**src/rtl/sha3_digest_streamer.sv**
```systemverilog
// Output stage after the Keccak permutation: captures the state truncated to the
// digest length and streams it as an AXI-Stream master, lane 0 byte 0 first.
module sha3_digest_streamer #(
  parameter int DATA_WIDTH  = 16,
  parameter int DIGEST_BITS = 256
) (
  input  logic                    ACLK,
  input  logic                    ARESET,
  input  logic [4:0][4:0][63:0]   state_in,
  input  logic                    state_valid,
  output logic [DATA_WIDTH-1:0]   M_TDATA,
  output logic [DATA_WIDTH/8-1:0] M_TKEEP,
  output logic                    M_TVALID,
  output logic                    M_TLAST,
  input  logic                    M_TREADY,
  output logic                    busy,
  output logic                    overrun
);
  localparam int BEATS = DIGEST_BITS / DATA_WIDTH;
  localparam int CW    = (BEATS > 1) ? $clog2(BEATS) : 1;
  localparam logic [CW-1:0] LAST_CNT = CW'(BEATS - 1);

  typedef enum logic {IDLE, SEND} state_t;

  state_t                 state_q, state_d;
  logic [CW-1:0]          cnt_q, cnt_d;
  logic [DIGEST_BITS-1:0] shift_q, shift_d;
  logic                   last_q, last_d;
  logic                   overrun_q, overrun_d;
  logic [1599:0]          lanes;
  logic                   unused_lanes;
  logic                   fire;
  logic                   at_last;
  logic                   recapture;

  // Lane i = x + 5*y laid out little-endian, so bit 8*k of this vector starts digest byte k.
  always_comb begin
    lanes = '0;
    for (int i = 0; i < 25; i++) lanes[64*i +: 64] = state_in[i % 5][i / 5];
  end

  assign unused_lanes = ^lanes[1599:DIGEST_BITS];

  assign fire      = (state_q == SEND) && M_TREADY;
  assign at_last   = (cnt_q == LAST_CNT);
  assign recapture = state_valid && ((state_q == IDLE) || (fire && at_last));

  always_comb begin
    state_d   = state_q;
    cnt_d     = cnt_q;
    shift_d   = shift_q;
    last_d    = last_q;
    overrun_d = overrun_q || (state_valid && !recapture);
    if (recapture) begin
      state_d = SEND;
      cnt_d   = '0;
      shift_d = lanes[DIGEST_BITS-1:0];
      last_d  = (BEATS == 1);
    end else if (fire) begin
      shift_d = shift_q >> DATA_WIDTH;
      if (at_last) begin
        state_d = IDLE;
        cnt_d   = '0;
        last_d  = 1'b0;
      end else begin
        cnt_d  = cnt_q + CW'(1);
        last_d = ((cnt_q + CW'(1)) == LAST_CNT);
      end
    end
  end

  always_ff @(posedge ACLK or posedge ARESET) begin
    if (ARESET) begin
      state_q   <= IDLE;
      cnt_q     <= '0;
      shift_q   <= '0;
      last_q    <= 1'b0;
      overrun_q <= 1'b0;
    end else begin
      state_q   <= state_d;
      cnt_q     <= cnt_d;
      shift_q   <= shift_d;
      last_q    <= last_d;
      overrun_q <= overrun_d;
    end
  end

  assign M_TDATA  = shift_q[DATA_WIDTH-1:0];
  assign M_TKEEP  = '1;
  assign M_TVALID = (state_q == SEND);
  assign M_TLAST  = last_q;
  assign busy     = (state_q == SEND);
  assign overrun  = overrun_q;

endmodule

```
**config.mk**
```make
export PLATFORM = sky130hd
export DESIGN_NAME = sha3_digest_streamer
export DESIGN_NICKNAME = d
export VERILOG_FILES = /design/src/rtl/sha3_digest_streamer.sv
export SDC_FILE = /design/constraint.sdc
export NUM_CORES = 1
export LEC_CHECK = 0
export CAP_MARGIN = 5
export CORE_AREA = 2 2 627 629
export DETAILED_ROUTE_END_ITERATION = 10
export DIE_AREA = 0 0 629 631
export PLACE_DENSITY_LB_ADDON = 0.08
export SETUP_SLACK_MARGIN = 0.2
export SYNTH_ARGS = -nofsm -noshare
export SYNTH_HDL_FRONTEND = slang
export SYNTH_SLANG_ARGS = --single-unit
```
**constraint.sdc**
```tcl
create_clock -name ACLK -period 9.9 [get_ports ACLK]
set_input_delay 1.98 -clock ACLK [delete_from_list [all_inputs] [get_ports ACLK]]
set_output_delay 1.98 -clock ACLK [all_outputs]
set_load 0.01 [all_outputs]
```
==> results.toml, run 1 <==
[run_status]
outcome = "completed"

[setup_path]
start_kind = "input port"
cp-end-kind = "flop"
worstPathRequired_ns = 10.51
r2r_setup_slack_ns = 6.75
crit_fanout = 110
crit_type = "in2reg"
r2r_start = "cnt_q[0]"
crit_end = "shift_q[126]"
startpoint = "M_TREADY"
reg2reg_depth = 6
r2r_end = "shift_q[126]"
worstPathArrival_ns = 5.14

[yosys]
syn_avg_cell_area_sq_um = 12.8
syn_inst = 900
synth_top_area_cell = "dfrtp_1"
synth_edf_count = 0
netlist.area_leader.share_pct = 57.0
ys_seq_area_share_pct = 57.0
synth_cell_types = 31
synth-seq-cells = 263
syn_area_sq_um = 11600
yosys_warnings = 0
synthArstFlopShare_pct = 100
synth_flop_cell = "dfrtp_1"
synth_area_leaders = "dfrtp_1, a221o_1, and2_1, and2_0, buf_6"

[grt]
met3_usage_pct = 2.24
grt_pass1_vias = 10100
grt_max_degree = 152
use_met1_pct = 4.74
use_met2_pct = 6.94
grt_usage_pct = 4.22
busiest_layer = "met2"
grt_pass1_wl_microns = 110000
antenna_found_initial = 70
grt_overflow_total = 0

[die]
io_pins = 1626
fp.dieH_microns = 631
rows = 230
die-area_sq_um = 397000
dieWidth_microns = 629
start_util_pct = 2.96
core_region_area_sq_um = 391000

[clock_network]
post_cts_buffers = 0
cts_tree = "done"
cts-resized-gates = 0
clk_path_buf_depth = 3
numCtsBuffers = 49
postCtsHoldBufs = 0
clk_pin_slew_ns = 0.05
clock_latency_ns = 0.69
cts-root-buf = "clkbuf_16"
h-tree-depth = 2
clock_sinks = 263

[final_layout]
multi_input_area_sq_um = 4320
drive_gt1_share_pct = 8.35
nets = 2751
design_area_sq_um = 22000
fillers = 46100
syn_to_final_growth_pct = 90.5
ff_latch_area_sq_um = 6580

[sta]
rsz0062_at_grt = "false"
worstMarginPinSlew_ns = 0.984
fin_crit_sh_pct = 45.7
fin_crit_ns = 4.53
setup-tns-final_ns = 0
fmax_mhz = 221
setup_violations = 0
hold_viol = 0
slew_violations = 0
finalClockSkew_ns = 0.0294
slew_headroom_pct = 34.4

[worst_hold_path]
min_path_type = "reg2reg"

[power_and_ir_drop]
max-vdd-ir-drop_mv = 0.127
power_density_nw_per_um2 = 221
leakage_nw = 7.09

[placed_design]
placed_cell_area_sq_um = 20400
place_congestion = 0.642
io_buffers = 279
hpwl_microns = 63200

[drt]
via_count = 9267
ant_nets = 0
first_pass_iters = 5
via_per_inst = 1.44
wirelength_microns = 84900
drc = 0
drt_iter0_drc = 576
wl_per_cell_microns = 13.2

[flow_run]
maxCapViolations = 0
[power by group]
part	internal (mW)	switching, mW
clock network	1.00	0.725
logic	0.599	0.479
registers	1.50	0.550
total	3.10	1.75
[flip-flops by register name, indices dropped and copies added (netlist names)]
register	count
overrun	1
cnt_q	4
M_TVALID	1
shift_q	256
M_TLAST	1
[how the worst min path moves through the flow]
stage	from	to	slack, ns	cells after the start
5_1_grt	overrun	overrun	0.51	1
3_3_place_gp	shift_q[75]	shift_q[59]	0.49	1
6_report	overrun	overrun	0.49	1
2_1_floorplan	shift_q[116]	shift_q[100]	0.47	1
3_5_place_dp	shift_q[78]	shift_q[62]	0.49	1
4_1_cts	shift_q[78]	shift_q[62]	0.50	1
[cells in the mapped netlist, drive strengths merged, types with 2 or more instances]
cell,n
nand2,3
a21oi,2
nand3,2
a22o,17
nor2,3
xnor2,2
o21ai,2
and2,241
dfrtp,263
ha,2
a221o,240
or2,2
inv,4
clkbuf,28
buf,74
nand2b,2
o31ai,2
mux2i,2
[area by class of cell]
cell class                 instances  area share (%)
clock inverter                    18           0.699
antenna                           13           0.148
clock buffer                      73            6.39
multi-input combinational        532            19.6
sequential                       263            29.9
tap                             5220            29.7
inverter                           4           0.102
timing repair buffer             295            13.5
[layout by cell type, fill, tap and decap left out, types with 2 or more instances in the layout]
master and count:
clkbuf_16 49, clkinv_2 9, and2_0 71, dfrtp_1 263
clkdlybuf4s50_1 279, or2_2 2, inv_1 3, buf_12 4
clkinvlp_4 5, nand2_1 3, nand3_1 2, a221o_1 240
clkinv_8 2, o21ai_0 2, nor2_1 3, o31ai_1 2
xnor2_1 2, a21oi_4 2, diode_2 13, a22o_1 17
nand2b_1 2, and2_1 170, conb_1 2, buf_4 12
clkbuf_1 15, ha_1 2, clkbuf_8 9
[stage by stage]
| step | utilization (%) | cells | hold WS [ns] | setup slack, ns | total power, mW |
|---|---|---|---|---|---|
| 2_1_floorplan | - | 901 | 0.471 | 0.680 | 2.43 |
| 3_3_place_gp | 5.23 | 6314 | 0.489 | 4.61 | 3.29 |
| 3_5_place_dp | 5.23 | 6314 | 0.486 | 4.63 | 3.27 |
| 4_1_cts | 5.62 | 6405 | 0.504 | 5.14 | 5.16 |
| 5_1_grt | 5.63 | 6410 | 0.508 | 5.26 | 5.25 |
| 6_report | 5.63 | 6418 | 0.485 | 5.37 | 4.85 |
[metal layers]
metal / vias up / share of wire, %
met5: - / 0.52
met4: 72 / 2.4
met3: 170 / 10
met2: 350 / 47
met1: 4678 / 40
li1: 3997 / -
[critical path, stage by stage]
cell,delay (ns)
clkdlybuf4s50_1,0.71
nand4_1,0.30
a21oi_4,0.39
buf_4,0.70
buf_12,0.47
a221o_1,0.27
[cell families (layout without fill, tap and decap cells)]
family	Yosys count	in the layout	synth area share [%]
AO/OA/AOI/OAI	268	268	22.8
XOR/XNOR	2	2	0.152
adder cells (fa/ha/maj)	2	2	0.217
buffers and inverters	106	390	5.87
flip-flops	263	263	57.0
multiplexers	2	2	0.206
other	1	15	0.0325
AND/OR/NAND/NOR	256	256	13.8
(Power assumes the default switching activity.)
==> run 2: changes to the inputs <==
Clock period 9.9 ns to 4.64 ns, I/O delays scaled along.
==> run 2 against run 1 <==
Compared with the run above: sequential share of layout area decreased by 0.33 points; critical path depth decreased by 5; combinational power increased by 120%; sequential power increased by 110%; count of clock-buffer cells in the layout increased by 2; clock power increased by 120%; first-iteration DRC count decreased by 16%; via count increased by 0.25%.
==> results.toml, run 2 (synthesis gave the netlist of run 1 again) <==
[setup_path]
crit_fanout = 14
cp-end-kind = "output pin"
crit_family = "buffers and inverters"
r2r_start = "cnt_q[0]"
start_kind = "flop"
cp_num_buf_inv = 1
worstPathRequired_ns = 3.71
worstPathArrival_ns = 2.43
worstPathCellList = "clkdlybuf4s50_1"
cp_slowest_cell = "clkdlybuf4s50_1"
crit_type = "reg2out"
startpoint = "M_TVALID"
slowest_delay_ns = 0.98

[power_and_ir_drop]
power_density_nw_per_um2 = 475
leakage_nw = 7.22
max-vdd-ir-drop_mv = 0.263
finalPower_mw = 10.6

[sta]
worstMarginPinSlew_ns = 0.664
rsz0062_at_grt = "false"
finalClockSkew_ns = 0.0828
fmax_mhz = 298
setup_violations = 0
fin_crit_sh_pct = 72.4
hold_viol = 0
setup-tns-final_ns = 0
slew_headroom_pct = 55.8
slew_violations = 0
fin_crit_ns = 3.36

[drt]
drc = 0
wirelength_microns = 85000
first_pass_iters = 4
wl_per_cell_microns = 13.2
via_count = 9290
drt_iter0_drc = 486
via_per_inst = 1.45
ant_nets = 0

[clock_network]
cts_tree = "done"
numCtsBuffers = 49
cts-resized-gates = 0
clock_latency_ns = 0.71
clk_path_buf_depth = 3
cts-root-buf = "clkbuf_16"
postCtsHoldBufs = 0
clk_pin_slew_ns = 0.05
h-tree-depth = 2
clock_sinks = 263
post_cts_buffers = 0

[grt]
grt_usage_pct = 4.23
antenna_found_initial = 75
grt_max_degree = 92
grt_pass1_vias = 10300
grt_pass1_wl_microns = 110000
grt_overflow_total = 0

[placed_design]
hpwl_microns = 64000
io_buffers = 279
place_congestion = 0.635

[die]
die-area_sq_um = 397000
fp.dieH_microns = 631
dieWidth_microns = 629
start_util_pct = 2.96
rows = 230
io_pins = 1626
core_region_area_sq_um = 391000

[flow_run]
maxCapViolations = 0

[final_layout]
layout_commonest_cell = "clkdlybuf4s50_1"
top_register = "shift_q"
reg.largest.list = "shift_q: 256 flops, cnt_q: 4 flops"
nets = 2761
most-common-layout-cells = "clkdlybuf4s50_1, dfrtp_1, a221o_1"
syn_to_final_growth_pct = 92.6
largest_reg_flops = 256
drive_gt1_share_pct = 9.14

[run_status]
outcome = "completed"

[worst_hold_path]
min_path_type = "reg2reg"
min_from = "shift_q[74]"
-- run 2: metal layers --
metal	share of wire, %	up-vias	wire, microns	track usage, %
li1	-	3990	-	-
met1	40	4719	34400	4.83
met2	47	325	39800	6.97
met3	9.7	186	8240	2.17
met4	2.6	70	2220	0.987
met5	0.52	-	439	0
-- run 2: area by class of cell --
| type | instances | area [sq um] |
|---|---|---|
| inverters | 4 | 18.8 |
| repair buffers | 305 | 3140 |
| fillers | 46100 | 369000 |
| clock buffers | 75 | 1480 |
| diodes | 9 | 22.5 |
| multi-input cells | 532 | 4320 |
| well taps | 5220 | 6530 |
| flip-flops and latches | 263 | 6580 |
| clock inverters | 13 | 168 |
-- run 2: final timing paths --
path	end	slack, ns	depth (start not counted)
setup / recovery	busy	1.28	1
hold / removal	shift_q[58]	0.48	1
setup reg to reg	shift_q[142]	2.11	6
hold reg to reg	shift_q[58]	0.48	1
max in group asynchronous	shift_q[154]	2.94	4
min in group asynchronous	cnt_q[0]	0.62	3
-- run 2: stage by stage --
stage,instances,utilization (%),area (sq um),worst slack (ns),hold WS [ns]
6_report,6421,5.70,22300,1.28,0.478
5_1_grt,6414,5.69,22200,1.01,0.502
4_1_cts,6412,5.69,22200,0.888,0.454
3_5_place_dp,6324,5.27,20600,1.16,0.485
3_3_place_gp,6324,5.27,20600,1.15,0.489
2_1_floorplan,901,-,11600,0.242,0.471
-- run 2: where the power goes --
part	switching [mW]	internal [mW]	total, mW
Clock	1.53	2.29	3.82
Combinational	1.03	1.31	2.34
Sequential	1.21	3.19	4.40
==> run 3: changes to the inputs <==
Clock period 4.64 ns to 3.25 ns, I/O delays scaled along.
==> run 3 against run 2 <==
Compared with the run above: clock power is 37% higher; clock skew is 0.0043 ns lower; first-iteration DRC count is 3.7% higher.
==> results.toml, run 3 (synthesis gave the netlist of run 1 again) <==
[run_status]
outcome = "completed"

[final_layout]
layout_commonest_cell = "clkdlybuf4s50_1"
largest_reg_flops = 256
fin_cells = 6437
nets = 2784
fillers = 46000
multi_input_area_sq_um = 4320
fin_util_pct = 5.75
syn_to_final_growth_pct = 94.4
drive_gt1_share_pct = 10.6
ff_latch_area_sq_um = 6580
top_register = "shift_q"
reg.largest.list = "shift_q: 256 flops, cnt_q: 4 flops"
most-common-layout-cells = "clkdlybuf4s50_1, dfrtp_1, a221o_1"

[power_and_ir_drop]
leakage_nw = 7.33
swShare_pct = 35.7
p_clk_share_pct = 35.1
power.share.sequential_pct = 41.8
max-vdd-ir-drop_mv = 0.333
p_switching_mw = 5.33
p_int_mw = 9.62
power_density_nw_per_um2 = 666
finalPower_mw = 15.0
combPwrFrac_pct = 23.1

[clock_network]
clk_path_buf_depth = 3
postCtsHoldBufs = 0
clk_pin_slew_ns = 0.05
cts-resized-gates = 0
h-tree-depth = 2
clock_sinks = 263
numCtsBuffers = 48
post_cts_buffers = 0
cts-root-buf = "clkbuf_16"
clock_latency_ns = 0.70
cts_tree = "done"

[setup_path]
crit_fanout = 14
slowest_delay_ns = 0.79
worstPathArrival_ns = 2.14
worstPathCellList = "clkdlybuf4s50_1"
crit_type = "reg2out"
start_kind = "flop"
r2r_setup_slack_ns = 1.05
cp-end-kind = "output pin"
crit_family = "flip-flops"
worstPathRequired_ns = 2.60
cp_slowest_cell = "dfrtp_1"
cp_num_buf_inv = 1

[die]
fp.dieH_microns = 631
rows = 230
dieWidth_microns = 629
die-area_sq_um = 397000
core_region_area_sq_um = 391000
start_util_pct = 2.96
io_pins = 1626

[grt]
grt_usage_pct = 4.22
grt_pass1_vias = 10300
grt_pass1_wl_microns = 109000
grt_max_degree = 86
grt_overflow_total = 0
antenna_found_initial = 58

[sta]
rsz0062_at_grt = "false"
fin_crit_ns = 2.79
finalClockSkew_ns = 0.0785
hold_ws_ns = 0.360
hold_viol = 0
slew_headroom_pct = 53.5
setup_ws_ns = 0.459
fmax_mhz = 358
fin_crit_sh_pct = 85.9
slew_violations = 0
worstMarginPinSlew_ns = 0.698
setup_violations = 0

[drt]
first_pass_iters = 5
wl_per_cell_microns = 13.2
via_per_inst = 1.45
via_count = 9339
wirelength_microns = 85000
drc = 0
drt_iter0_drc = 504
ant_nets = 0

[placed_design]
place_congestion = 0.627
io_buffers = 279
hpwl_microns = 66100
place_inst = 6348
pre_cts_ws_ns = 0.191

[flow_run]
maxCapViolations = 0

[worst_hold_path]
min_path_type = "in2async"
==> run 3: area by class of cell <==
cell class / count / share of cell area, %
sequential: 263 / 29.3
tap: 5220 / 29.1
multi-input combinational: 532 / 19.2
timing repair buffer: 329 / 15.3
clock buffer: 71 / 6.22
clock inverter: 11 / 0.696
inverter: 4 / 0.0835
antenna: 7 / 0.0780
==> run 3: stage by stage <==
stage / area [sq um] / TNS (ns)
6_report: 22500 / 0
5_1_grt: 22500 / 0
4_1_cts: 22500 / 0
3_5_place_dp: 20900 / 0
3_3_place_gp: 20900 / 0
2_1_floorplan: 11600 / -228.69
==> run 3: worst reg2reg max path: cells and delay by family (launching register included) <==
family	cells	cell delay, ns
AOI/OAI and AO/OA	2	0.49
DFF	1	0.79
and+or+nand+nor	1	0.27
buffers and inverters	2	0.54
==> run 3: worst paths after layout <==
| path | startpoint | endpoint | cells after the start |
|---|---|---|---|
| max | M_TVALID | M_TVALID | 1 |
| min | ARESET | shift_q[249] | 2 |
| max reg2reg | M_TVALID | shift_q[165] | 5 |
| min reg2reg | shift_q[162] | shift_q[146] | 1 |
| max in group asynchronous | ARESET | shift_q[166] | 4 |
| min in group ACLK | shift_q[162] | shift_q[146] | 1 |
==> run 3: power groups by stage <==
stage	clock network (mW)	registers (mW)	logic, mW
global placement	0	6.57	3.64
detailed placement	0	6.58	3.57
finish	5.25	6.25	3.46
CTS	5.64	6.55	3.61
global route	5.74	6.56	3.83
floorplan	0	5.05	2.34
==> run 3: per-layer routing <==
metal / share of wire (%) / vias to the layer above / wire, microns / global-route usage [%]
met3: 9.3 / 160 / 7880 / 2.11
met4: 1.9 / 64 / 1620 / 0.796
met2: 47 / 302 / 40300 / 7.01
met1: 41 / 4776 / 34800 / 4.88
met5: 0.47 / - / 399 / 0
li1: - / 4037 / - / -
